$ cat config.mk
export PLATFORM = sky130hd
export DESIGN_NAME = sgmii_rx_sync
export DESIGN_NICKNAME = d
export VERILOG_FILES = /design/src/rtl/sgmii_pkg.sv /design/src/rtl/sgmii_rx_sync_sat_counter.sv /design/src/rtl/sgmii_rx_sync.sv
export SDC_FILE = /design/constraint.sdc
export NUM_CORES = 1
export LEC_CHECK = 0
export CAP_MARGIN = 10
export CORE_UTILIZATION = 40
export DETAILED_ROUTE_END_ITERATION = 8
export PLACE_DENSITY = 0.67
export SLEW_MARGIN = 15
export SYNTH_ARGS = -nofsm -noshare
export SYNTH_HDL_FRONTEND = slang
export SYNTH_HIERARCHICAL = 1
export SYNTH_SLANG_ARGS = --single-unit
$ cat constraint.sdc
create_clock -name clk_125 -period 2.62 [get_ports clk_125]
set_clock_uncertainty 0.15 [all_clocks]
set_input_delay 0.655 -clock clk_125 [delete_from_list [all_inputs] [get_ports clk_125]]
set_output_delay 0.655 -clock clk_125 [all_outputs]
set_load 0.005 [all_outputs]
$ cat src/rtl/sgmii_pkg.sv
// Shared types and constants for the SGMII receive synchronisation block.
package sgmii_pkg;

    // Code-group synchronisation states (1000BASE-X clause 36).
    typedef enum logic [3:0] {
        LOSS_OF_SYNC,
        COMMA_DETECT_1,
        COMMA_DETECT_2,
        COMMA_DETECT_3,
        ACQUIRE_SYNC_1,
        ACQUIRE_SYNC_2,
        SYNC_ACQUIRED_1,
        SYNC_ACQUIRED_2,
        SYNC_ACQUIRED_3,
        SYNC_ACQUIRED_4,
        SYNC_ACQUIRED_2A,
        SYNC_ACQUIRED_3A,
        SYNC_ACQUIRED_4A
    } sync_state_t;

    // Ordered set building blocks seen on an idle link.
    localparam logic [7:0] K28_5 = 8'hBC;
    localparam logic [7:0] D16_2 = 8'h50;
    localparam logic [7:0] D5_6  = 8'hC5;
    localparam logic [7:0] D21_5 = 8'hB5;

    // True for every SYNC_ACQUIRED_* state.
    function automatic logic is_synced(input sync_state_t s);
        case (s)
            SYNC_ACQUIRED_1, SYNC_ACQUIRED_2, SYNC_ACQUIRED_3, SYNC_ACQUIRED_4,
            SYNC_ACQUIRED_2A, SYNC_ACQUIRED_3A, SYNC_ACQUIRED_4A: is_synced = 1'b1;
            default:                                             is_synced = 1'b0;
        endcase
    endfunction

endpackage

$ cat src/rtl/sgmii_rx_sync_sat_counter.sv
// Saturating up-counter with a synchronous clear that overrides increment.
module sat_counter #(
    parameter int WIDTH = 16
) (
    input  logic             clk,
    input  logic             rst_n,
    input  logic             inc,
    input  logic             clr,
    output logic [WIDTH-1:0] count
);

    logic [WIDTH-1:0] cnt_q;

    // Clear first, then increment only while below all-ones.
    always_ff @(posedge clk or negedge rst_n) begin
        if (!rst_n) begin
            cnt_q <= '0;
        end else if (clr) begin
            cnt_q <= '0;
        end else if (inc && (cnt_q != {WIDTH{1'b1}})) begin
            cnt_q <= cnt_q + {{(WIDTH-1){1'b0}}, 1'b1};
        end
    end

    assign count = cnt_q;

endmodule

$ cat src/rtl/sgmii_rx_sync.sv
// Code-group synchronisation FSM, parity tracking, registered receive
// stream and statistics counters for the SGMII receive path.
module sgmii_rx_sync
    import sgmii_pkg::*;
#(
    parameter int GOOD_CGS = 4,
    parameter int CNT_W    = 16
) (
    input  logic             clk_125,
    input  logic             sgmii_reset_n,
    input  logic [7:0]       sgmii_rxd,
    input  logic             sgmii_rxisk,
    input  logic             sgmii_rxiscomma,
    input  logic             sgmii_rxdisperr,
    input  logic             sgmii_rxnotintable,
    input  logic             sgmii_elecidle,
    output logic             sgmii_encommaalign,
    output logic             sync_ok,
    output logic [7:0]       rx_data,
    output logic             rx_isk,
    output logic             rx_even,
    output logic             rx_valid,
    output logic [CNT_W-1:0] bad_cg_cnt,
    output logic [CNT_W-1:0] los_cnt,
    input  logic             cnt_clear
);

    localparam int            GCW       = $clog2(GOOD_CGS + 1);
    localparam logic [GCW-1:0] GOOD_LAST = GCW'(GOOD_CGS - 1);
    localparam logic [GCW-1:0] GOOD_ONE  = GCW'(1);

    sync_state_t    state;
    sync_state_t    next_state;
    logic [GCW-1:0] good_cnt;
    logic [GCW-1:0] next_good_cnt;
    logic           p;
    logic           accept_comma;

    logic invalid;
    logic comma;
    logic is_d;
    logic cgbad;
    logic cggood;

    assign invalid = sgmii_rxnotintable | sgmii_rxdisperr;
    assign comma   = sgmii_rxiscomma & ~invalid;
    assign is_d    = ~invalid & ~sgmii_rxisk;
    // A comma is only legal in an even code-group position.
    assign cgbad   = invalid | (comma & ~p);
    assign cggood  = ~cgbad;

    // Outputs decode only from the state register.
    assign sync_ok            = is_synced(state);
    assign sgmii_encommaalign = ~sync_ok;

    // State, good-code-group counter and parity registers.
    always_ff @(posedge clk_125 or negedge sgmii_reset_n) begin
        if (!sgmii_reset_n) begin
            state    <= LOSS_OF_SYNC;
            good_cnt <= '0;
            p        <= 1'b0;
        end else begin
            state    <= next_state;
            good_cnt <= next_good_cnt;
            // An accepted comma marks the even slot, so the next byte is odd.
            p        <= accept_comma ? 1'b0 : ~p;
        end
    end

    // Next-state logic; electrical idle overrides every other transition.
    always_comb begin
        next_state    = state;
        next_good_cnt = good_cnt;
        accept_comma  = 1'b0;
        if (sgmii_elecidle) begin
            next_state = LOSS_OF_SYNC;
        end else begin
            case (state)
                LOSS_OF_SYNC: begin
                    if (comma) begin
                        next_state   = COMMA_DETECT_1;
                        accept_comma = 1'b1;
                    end
                end
                COMMA_DETECT_1: next_state = is_d ? ACQUIRE_SYNC_1  : LOSS_OF_SYNC;
                COMMA_DETECT_2: next_state = is_d ? ACQUIRE_SYNC_2  : LOSS_OF_SYNC;
                COMMA_DETECT_3: next_state = is_d ? SYNC_ACQUIRED_1 : LOSS_OF_SYNC;
                ACQUIRE_SYNC_1: begin
                    if (cgbad) begin
                        next_state = LOSS_OF_SYNC;
                    end else if (comma && p) begin
                        next_state   = COMMA_DETECT_2;
                        accept_comma = 1'b1;
                    end
                end
                ACQUIRE_SYNC_2: begin
                    if (cgbad) begin
                        next_state = LOSS_OF_SYNC;
                    end else if (comma && p) begin
                        next_state   = COMMA_DETECT_3;
                        accept_comma = 1'b1;
                    end
                end
                SYNC_ACQUIRED_1: begin
                    if (cgbad) begin
                        next_state    = SYNC_ACQUIRED_2;
                        next_good_cnt = '0;
                    end
                end
                SYNC_ACQUIRED_2: begin
                    next_state    = cggood ? SYNC_ACQUIRED_2A : SYNC_ACQUIRED_3;
                    next_good_cnt = cggood ? GOOD_ONE : '0;
                end
                SYNC_ACQUIRED_3: begin
                    next_state    = cggood ? SYNC_ACQUIRED_3A : SYNC_ACQUIRED_4;
                    next_good_cnt = cggood ? GOOD_ONE : '0;
                end
                SYNC_ACQUIRED_4: begin
                    next_state    = cggood ? SYNC_ACQUIRED_4A : LOSS_OF_SYNC;
                    next_good_cnt = cggood ? GOOD_ONE : '0;
                end
                SYNC_ACQUIRED_2A: begin
                    if (cgbad) begin
                        next_state    = SYNC_ACQUIRED_3;
                        next_good_cnt = '0;
                    end else if (good_cnt == GOOD_LAST) begin
                        next_state    = SYNC_ACQUIRED_1;
                        next_good_cnt = '0;
                    end else begin
                        next_good_cnt = good_cnt + GOOD_ONE;
                    end
                end
                SYNC_ACQUIRED_3A: begin
                    if (cgbad) begin
                        next_state    = SYNC_ACQUIRED_4;
                        next_good_cnt = '0;
                    end else if (good_cnt == GOOD_LAST) begin
                        next_state    = SYNC_ACQUIRED_2;
                        next_good_cnt = '0;
                    end else begin
                        next_good_cnt = good_cnt + GOOD_ONE;
                    end
                end
                SYNC_ACQUIRED_4A: begin
                    if (cgbad) begin
                        next_state    = LOSS_OF_SYNC;
                        next_good_cnt = '0;
                    end else if (good_cnt == GOOD_LAST) begin
                        next_state    = SYNC_ACQUIRED_3;
                        next_good_cnt = '0;
                    end else begin
                        next_good_cnt = good_cnt + GOOD_ONE;
                    end
                end
                default: next_state = LOSS_OF_SYNC;
            endcase
        end
    end

    // One-cycle registered receive stream, qualified by prior sync status.
    always_ff @(posedge clk_125 or negedge sgmii_reset_n) begin
        if (!sgmii_reset_n) begin
            rx_data  <= 8'h00;
            rx_isk   <= 1'b0;
            rx_even  <= 1'b0;
            rx_valid <= 1'b0;
        end else begin
            rx_data  <= sgmii_rxd;
            rx_isk   <= sgmii_rxisk;
            rx_even  <= p;
            rx_valid <= sync_ok & cggood;
        end
    end

    logic bad_inc;
    logic los_inc;

    assign bad_inc = sync_ok & cgbad;
    assign los_inc = sync_ok & (next_state == LOSS_OF_SYNC);

    sat_counter #(.WIDTH(CNT_W)) u_bad_cnt (
        .clk   (clk_125),
        .rst_n (sgmii_reset_n),
        .inc   (bad_inc),
        .clr   (cnt_clear),
        .count (bad_cg_cnt)
    );

    sat_counter #(.WIDTH(CNT_W)) u_los_cnt (
        .clk   (clk_125),
        .rst_n (sgmii_reset_n),
        .inc   (los_inc),
        .clr   (cnt_clear),
        .count (los_cnt)
    );

endmodule
# Yosys cells after proc, flatten, opt, wreduce, memory -nomap -nowiden
# Cells that the tools add are included.
# word_totals
reg_bits	51
n_memories	0
latchBits	0
in_bits	16
romBits	0
ram_bits	0
# classes
div_mod_pow	0
bitwise_logic	14
reduce_logical	13
addsub	3
magnitude_cmp	0
mul	0
shift	0
mux	36
n_eq_ne	16
# op_table
cell	count
16-bit two-way mux	4
4-bit two-way mux	14
4-bit one-hot mux with 13 select lines	1
16-bit by 1-bit adder with 16-bit output (second input constant)	2
16-bit inequality test (second input constant)	2
4-bit == test (second input constant)	5
3-bit two-way mux	6
4-bit by 3-bit == test with 1-bit output (second input constant)	4
3-bit one-hot mux with 3 select lines	1
4-bit by 2-bit == test with 1-bit output (second input constant)	2
4-bit logical NOT	2
1-bit two-way mux	7
7-bit OR reduction	1
1-bit AND	6
1-bit NOT	6
3-bit OR reduction	2
4-bit by 1-bit == test with 1-bit output (second input constant)	1
2-bit two-way mux	2
2-bit nonzero test	2
3-bit by 1-bit adder with 3-bit output (second input constant)	1
3-bit by 2-bit == test with 1-bit output (second input constant)	1
1-bit logical AND	3
3-bit AND reduction	1
3-bit nonzero test	1
other kinds (4)	5

# Logic depth before layout (Yosys ltp)
# Gate-level depths: netlist of run 1.
# logic_depth
word_depth	13
ltp_mapped	12

# Hierarchy
# Netlist of run 1, hierarchy kept.
# by_module_without_submodules
module	seq_area_each_um2	instances	area_per_inst_um2	cells_each
sat_counter	400.4	2	942.2	98
sgmii_rx_sync	475.5	1	987.2	99

# Least setup slack after synthesis of run 1
# No wires, ideal clock.
# synth_timing
path_kind	in2reg
startpoint	input port sgmii_rxdisperr
endpoint	register u_los_cnt.cnt_q[3] (netlist: u_los_cnt/count[3])
setup_ns	0.078
arrival_time_ns	2.799
n_path_buf	1
setup_slack_ns	-0.407
stages	9
required_ns	2.392
cell_sequence	or2_1 o21ai_1 a221oi_1 or3_1 a211oi_2 inv_1 clkbuf_1 or4_2 a21oi_1
# synth_via
elab_chain_cells	12
word_cells_on_any_way	28
classes_between	mux: 17; bitwise: 7; reduce/logical: 4
# synth_lines
element	line	source
from (decl)	sgmii_rx_sync.sv:14	input logic sgmii_rxdisperr,
1-bit bitwise OR (*)	sgmii_rx_sync.sv:45	assign invalid = sgmii_rxnotintable | sgmii_rxdisperr;
1-bit NOT	sgmii_rx_sync.sv:46, sgmii_rx_sync.sv:47	
1-bit AND	sgmii_rx_sync.sv:46	assign comma = sgmii_rxiscomma & ~invalid;
1-bit AND or 1-bit logical AND (tied branches)	sgmii_rx_sync.sv:49, sgmii_rx_sync.sv:91, sgmii_rx_sync.sv:99	
1-bit bitwise OR (tied with other cells)	sgmii_rx_sync.sv:49	assign cgbad = invalid | (comma & ~p);
4-bit two-way mux (tied with other cells)	sgmii_rx_sync.sv:145	if (cgbad) begin
4-bit one-hot mux with 13 select lines (*)	sgmii_rx_sync.sv:78	case (state)
4-bit two-way mux (*)	sgmii_rx_sync.sv:75	if (sgmii_elecidle) begin
4-bit logical NOT (*)	sgmii_rx_sync.sv:179	assign los_inc = sync_ok & (next_state == LOSS_OF_SYNC);
1-bit AND (*)	sgmii_rx_sync.sv:179	
net los_inc	sgmii_rx_sync.sv:176	logic los_inc;
1-bit logical AND (*)	sgmii_rx_sync_sat_counter.sv:20	end else if (inc && (cnt_q != {WIDTH{1'b1}})) begin
2-bit nonzero test (no line) (*)	--	
to (signal assigned)	sgmii_rx_sync_sat_counter.sv:21	cnt_q <= cnt_q + {{(WIDTH-1){1'b0}}, 1'b1};
to (decl)	sgmii_rx_sync_sat_counter.sv:12	logic [WIDTH-1:0] cnt_q;
# Mark *: on every way through the listed nets, which the timed path passes. The rest lies on a longest branch.
# A chain may end at the register's enable or synchronous reset.

# Worst setup path in the final report of run 1
# layout_timing
startpoint	input port sgmii_rxdisperr
endpoint	register u_los_cnt.cnt_q[10] (netlist: u_los_cnt/count[10])
# The elaborated chain is that of the path after synthesis.

==> summary.txt, run 1 <==
Critical path
  – Type of the worst setup path: in -> reg
  – WP data arrival: 2.73 ns
  – Worst setup EP type: flip-flop
  – Crit-path max FO: 5
  – CP Data Required Time: 2.71 ns
  – Setup crit start kind: input pin

CTS
  – Root Driver: clkbuf_8
  – CTS H-tree lvls: 2
  – Worst skew pair latency: 0.31 ns
  – Num CTS Buffers: 5
  – Hold-fix buffer count after cts: 0
  – Reg clk slew, reported paths: 0.10 ns
  – Sink Count: 51
  – CTS tree: yes
  – CTS Buffer Depth: 2

Floorplanning
  – Die area: 7521 sq um
  – Vert. Die Dim: 86.73 um
  – Rows: 30
  – # IOs: 61
  – Core ar.: 6869 sq um
  – Initial Util: 41.80%
  – Die width: 86.73 um

Power
  – Comb power frac: 9.9%
  – Peak VDD IR: 0.1614 mV
  – Sw power: 0.3514 mW
  – Pwr dens: 336.9 nW/um^2
  – Clock Power Share: 34.1%
  – Seq pwr share: 56.0%
  – Pleak: 1.714 nW
  – Switching Share: 24.34%
  – Pint: 1.092 mW

STA
  – RSZ-0062 raised after global routing: true
  – Hold WS: 0.3057 ns
  – FMAX: 378.8 MHz
  – Hold Violations, Final: 0
  – Final setup margin: -0.01960 ns
  – Setup TNS: -0.03353 ns
  – Final setup fails: 2
  – Worst Tran Pin Value: 0.6664 ns
  – Final slew viol count: 0
  – Slew HR: 55.24%
  – Min Tclk post-route: 2.640 ns
  – Share of the clock period used by the worst path: 100.7%

Route
  – Routed vias/inst: 5.560
  – Routed WL: 7779 um
  – First DRT Iteration DRCs: 195
  – Via count: 2,752
  – Post-DRT Antenna Nets: 0
  – First drt pass iteration count: 4
  – Remaining routing DRC violations: 0
  – WL/cell: 15.72 um

Placed design
  – Dpl ws: -0.7803 ns
  – GPL Wtd Cong: 0.8153
  – Post-DP HPWL: 5201 um
  – Port Buf Inserts: 60

Synthesis
  – Top FF cell, synth: dfrtp_1
  – EDFF count, synth: 0
  – Post-synthesis sequential area ratio: 44.44%
  – Avg Inst Size Synth: 9.734 sq um
  – Syn nets: 314
  – Synth async-reset ratio: 100.0%
  – Netlist cell types: 54
  – Synth Register Bits: 51
  – Netlist Area Pre-Place: 2872 sq um
  – Ys Warns: 6
  – Cell count after synthesis: 295

Global routing
  – Total GRT Usage: 21.79%
  – GR Util met3: 3.619%
  – Largest net degree at the start of global routing: 52
  – Global-route wire length before repair: 12,970 um
  – Initial antenna violation count: 0
  – Vias in the first global route: 2,641
  – Global Route met1 Usage: 31.76%
  – Most Used Layer, Global Route: met2
  – Total gr overflow: 0
  – Met2 Usage GRT: 32.97%

Run status
  – Status: finished with violations
  – Failing checks: setup timing

Finish
  – Area Growth Syn to Fin: 49.19%
  – Most frequent cells in the layout: 53 x clkdlybuf4s50_1, 49 x dfrtp_1, 44 x buf_4, 21 x a21oi_1, 16 x nand2_1
  – Nets: 417
  – Layout cell share with drive strength beyond 1: 32.33%
  – # diodes: 0
  – Most common cell after layout, fill and taps aside: clkdlybuf4s50_1

Job
  – Max_cap viols: 0

Hold path
  – Hold Crit Class: in -> async
final timing paths:
kind	startpoint	to	slack, ns	cells past startpoint
worst max-delay path	sgmii_rxdisperr	u_los_cnt/count[10]	-0.02	10
worst min-delay path	sgmii_reset_n	u_bad_cnt/count[3]	0.31	2
worst max register to register	state[2]	u_los_cnt/count[10]	0	10
worst min register to register	good_cnt[2]	good_cnt[2]	0.35	1
max in group asynchronous	sgmii_reset_n	state[3]	1.55	2
min in group clk_125	good_cnt[2]	good_cnt[2]	0.35	1
critical path, cell delays in order:
cell and delay, ns:
buf_8 0.09, or2_4 0.26, o21ai_2 0.15, a221oi_2 0.07, or3_1 0.39, a211oi_2 0.21
inv_2 0.12, buf_12 0.15, or4_4 0.48, a21oi_2 0.15
what timing repair did:
item,4_1_cts,5_1_grt
resized for setup,43,26
endpoints found under the hold margin,0,0
setup buffers,5,3
endpoints found under the setup margin,31,19
cloned,2,0
pin swaps,19,12
layout make-up:
class / count / area, sq um
well taps: 96 / 120.1
flip-flops and latches: 51 / 1279
repair buffers: 111 / 1041
clock inverters: 2 / 16.27
inverters: 12 / 45.04
multi-input cells: 217 / 1700
fillers: 591 / 2585
clock buffers: 6 / 82.58
registers in the layout (all words and copies together) (netlist names):
register,cells
u_bad_cnt/count,16
u_los_cnt/count,16
rx_data,8
state,4
good_cnt,3
p,1
rx_even,1
rx_isk,1
rx_valid,1
kinds of logic (layout without fill, tap and decap cells):
| family | count (synthesis) | in the layout | share of synthesized area (%) |
|---|---|---|---|
| AND/OR/NAND/NOR | 127 | 127 | 27.93 |
| flip-flops | 51 | 51 | 44.44 |
| adder cells (fa/ha/maj) | 3 | 3 | 1.307 |
| AO/OA/AOI/OAI | 77 | 77 | 17.78 |
| buffers and inverters | 27 | 131 | 4.618 |
| multiplexers | 10 | 10 | 3.922 |
cells in the mapped netlist (all sizes together) (3+ instances only):
master | count | area (sq um)
nor2 | 16 | 60.06
nand3 | 9 | 45.04
a211oi | 4 | 45.05
or4 | 14 | 110.1
buf | 6 | 53.79
a21oi | 26 | 130.1
ha | 3 | 37.54
dfrtp | 51 | 1276
o31ai | 16 | 120.1
mux2 | 10 | 112.6
clkbuf | 9 | 33.78
or3 | 7 | 46.29
and4 | 5 | 51.30
inv | 12 | 45.04
or2 | 3 | 18.77
nor4 | 11 | 98.84
nand2 | 17 | 63.81
a31oi | 3 | 25.02
o211ai | 3 | 32.53
nor2b | 13 | 83.83
and3 | 4 | 25.02
nand4 | 14 | 100.1
o21ai | 16 | 83.83
nand3b | 3 | 22.52
power groups by stage:
stage	Sequential [mW]	Combinational [mW]	Clock, mW
after floorplan	0.826	0.0348	0
after global placement	0.824	0.133	0
after detailed placement	0.824	0.133	0
after CTS	0.809	0.138	0.505
after global routing	0.811	0.156	0.538
final	0.809	0.142	0.492
metrics by stage:
step / cells / total power [mW] / util (%) / cell area [sq um]
after detailed placement: 478 / 0.9572 / 56.58 / 3886
final: 495 / 1.443 / 62.37 / 4284
after global routing: 495 / 1.505 / 62.37 / 4284
after global placement: 478 / 0.9563 / 56.58 / 3886
after floorplan: 295 / 0.8607 / - / 2944
after CTS: 493 / 1.451 / 60.58 / 4161
per-layer routing:
layer	vias to the layer above	share of wire, %	wire length, um
met1	1348	46	3617
met5	-	0	0
li1	1326	-	-
met4	0	1.2	91
met3	9	4.9	381
met2	69	47	3689
(Power assumes the default switching activity.)
==> run 2, diff against run 1 <==
--- a/config.mk
+++ b/config.mk
@@ -5,7 +5,7 @@
 export SDC_FILE = /design/constraint.sdc
 export NUM_CORES = 1
 export LEC_CHECK = 0
-export CAP_MARGIN = 10
+export CAP_MARGIN = 20
 export CORE_UTILIZATION = 40
 export DETAILED_ROUTE_END_ITERATION = 8
 export PLACE_DENSITY = 0.67
==> results of run 2 <==
Same layout as run 1: the final DEF is identical, and so are final timing and power.
==> run 3, diff against run 2 <==
--- a/config.mk
+++ b/config.mk
@@ -5,10 +5,11 @@
 export SDC_FILE = /design/constraint.sdc
 export NUM_CORES = 1
 export LEC_CHECK = 0
+export ABC_AREA = 1
 export CAP_MARGIN = 20
 export CORE_UTILIZATION = 40
 export DETAILED_ROUTE_END_ITERATION = 8
-export PLACE_DENSITY = 0.67
+export PLACE_DENSITY = 0.66
 export SLEW_MARGIN = 15
 export SYNTH_ARGS = -nofsm -noshare
 export SYNTH_HDL_FRONTEND = slang
==> run 3 against run 2 <==
  * The flow now finishes without violations
  * Fmax is 5.1% higher
  * Sequential power hardly changed
  * Synthesized area is 5.4% higher
  * Largest cell class unchanged
==> summary.txt, run 3 <==
Power
  – Seq pwr share: 57.4%
  – Peak VDD IR: 0.2754 mV
  – Total Power: 1.407 mW
  – Pwr dens: 356.2 nW/um^2
  – Pleak: 1.897 nW
  – Pint: 1.054 mW
  – Comb power frac: 8.2%
  – Switching Share: 25.08%
  – Sw power: 0.3528 mW
  – Clock Power Share: 34.5%

Job
  – Max_cap viols: 0

Run status
  – Status: complete, no violations

Placed design
  – GPL Wtd Cong: 0.8606
  – Post-DP HPWL: 5265 um
  – Dpl ws: -0.1382 ns
  – Port Buf Inserts: 60
  – Placed Instances: 577

Route
  – Top routing layer in use: met4
  – First DRT Iteration DRCs: 81
  – Post-DRT Antenna Nets: 0
  – Routed wl met2: 3423 um
  – Routed vias/inst: 4.814
  – WL/cell: 12.09 um
  – Routed WL: 7144 um
  – Met3 Wirelength: 283 um
  – First drt pass iteration count: 4
  – Remaining routing DRC violations: 0
  – Met1 wire length: 3416 um
  – Via count: 2,845

CTS
  – Num CTS Buffers: 5
  – Root Driver: clkbuf_8
  – Reg clk slew, reported paths: 0.10 ns
  – CTS tree: yes
  – CTS H-tree lvls: 2
  – Hold-fix buffer count after cts: 0
  – CTS Buffer Depth: 2
  – Worst skew pair latency: 0.30 ns
  – Sink Count: 51

Synthesis
  – Syn nets: 430
  – Count leader, synth: nand2_1
  – Synth async-reset ratio: 100.0%
  – Post-synthesis sequential area ratio: 42.18%
  – Cell count after synthesis: 411
  – Synth Register Bits: 51
  – Netlist cell types: 29
  – Netlist Area Pre-Place: 3025 sq um
  – Ys Warns: 6
  – Leading area contributor after synthesis: dfrtp_1
  – Synth top area share: 42.18%
  – Top FF cell, synth: dfrtp_1
  – Avg Inst Size Synth: 7.361 sq um
  – Commonest cells in the netlist: 139 x nand2_1, 51 x dfrtp_1, 51 x nor2_1
  – EDFF count, synth: 0
  – Synth top area cells: dfrtp_1 42%, nand2_1 17%, nor2_1 6.3%, nand3_1 5.3%, inv_1 4.6%

Critical path
  – Crit-path max FO: 5
  – Worst R2R Setup Slack: 0.33 ns
  – Critical path origin: state[1]
  – Setup crit start kind: flip-flop
  – Reg-to-Reg End: u_los_cnt/count[10]
  – Worst reg-to-reg path cell count: 16
  – Crit path buffers/inverters: 3
  – Worst r2r src: state[1]
  – CP Data Required Time: 1.81 ns
  – CP peak stage delay: 0.46 ns
  – Cell repeated most along the worst path: nand2_2
  – Worst setup EP type: primary output
  – WP data arrival: 1.71 ns
  – Critical Path Slowest Stage Cell: dfrtp_1
  – Delay-heaviest family, CP: simple AND/OR/NAND/NOR gates
  – Cell Chain, Critical Path: nand2_2 -> inv_1 -> nand2_2 -> nand2_1 -> nor2_2 -> nand3_4 -> inv_2 -> dlygate4sd2_1
  – Type of the worst setup path: reg -> out

Global routing
  – Total gr overflow: 0
  – Largest net degree at the start of global routing: 28
  – Initial antenna violation count: 0
  – Global-route wire length before repair: 11,690 um
  – Total GRT Usage: 18.81%
  – Vias in the first global route: 2,578

STA
  – RSZ-0062 raised after global routing: false
  – Setup TNS: 0 ns
  – Share of the clock period used by the worst path: 95.86%
  – Hold Violations, Final: 0
  – Final setup margin: 0.1085 ns
  – Slew HR: 60.19%
  – Final slew viol count: 0
  – Min Tclk post-route: 2.512 ns
  – Worst Tran Pin Value: 0.5972 ns
  – FMAX: 398.2 MHz
  – Final setup fails: 0

Hold path
  – Hold Crit Class: in -> async

Floorplanning
  – Rows: 31
  – Die width: 88.97 um
  – Vert. Die Dim: 88.97 um
  – Core ar.: 7292 sq um
  – # IOs: 61
  – Die area: 7916 sq um
  – Initial Util: 41.49%

Finish
  – # diodes: 0
  – Nets: 510
  – Most common cell after layout, fill and taps aside: nand2_1
  – Post-Layout Cell Count: 591
  – Most frequent cells in the layout: 138 x nand2_1, 57 x clkdlybuf4s50_1, 50 x dfrtp_1, 48 x nor2_1, 36 x inv_1
  – Utilization after layout: 54.15%
  – Layout cell share with drive strength beyond 1: 13.82%
  – Area Growth Syn to Fin: 30.52%
run 3: final cells by class:
cell class,count,area [sq um]
sequential,51,1277
multi-input combinational,308,1523
fill,712,3343
clock buffer,5,68.82
timing repair buffer,80,755.7
clock inverter,3,26.28
inverter,45,173.9
tap,99,123.9
run 3: layer usage:
layer | GRT usage, % | vias to the layer above
li1 | - | 1460
met1 | 25.69 | 1317
met2 | 31.47 | 66
met3 | 3.139 | 2
met4 | 4.329 | 0
met5 | 0 | -
run 3: kinds of logic after synthesis:
group / synth area share [%]
xor+xnor: 2.895
flops: 42.18
fa+ha+maj: 1.241
simple gates: 40.36
buf+inv: 7.816
compound gates: 5.500
run 3: worst max path at each step:
stage | end | slack, ns | cells after the start
after floorplan | u_los_cnt/count[2] | 0.29 | 15
after global placement | u_los_cnt/count[15] | -0.08 | 13
after detailed placement | u_los_cnt/count[10] | -0.14 | 13
after CTS | sgmii_encommaalign | 0.12 | 8
after global routing | u_los_cnt/count[10] | 0.02 | 13
final | sgmii_encommaalign | 0.11 | 8
run 3: what timing repair did:
item | 4_1_cts | 5_1_grt
setup endpoints to repair | 2 | 9
pin swaps | 3 | 0
setup buffers | 6 | 0
gates resized for setup | 7 | 1
cloned | 0 | 0
run 3: power groups by stage:
stage          registers, mW  clock network, mW  logic [mW]
6_report               0.807              0.485       0.115
3_5_place_dp           0.822                  0       0.116
2_1_floorplan          0.824                  0      0.0377
5_1_grt                0.809              0.533       0.127
3_3_place_gp           0.823                  0       0.115
4_1_cts                0.807              0.514       0.116
run 3: per-stage QoR:
stage / hold slack (ns) / area, sq um
after floorplan: 0.2094 / 3025
after global placement: 0.2744 / 3800
after detailed placement: 0.2723 / 3800
after CTS: 0.2036 / 3946
after global routing: 0.2338 / 3949
final: 0.1928 / 3949
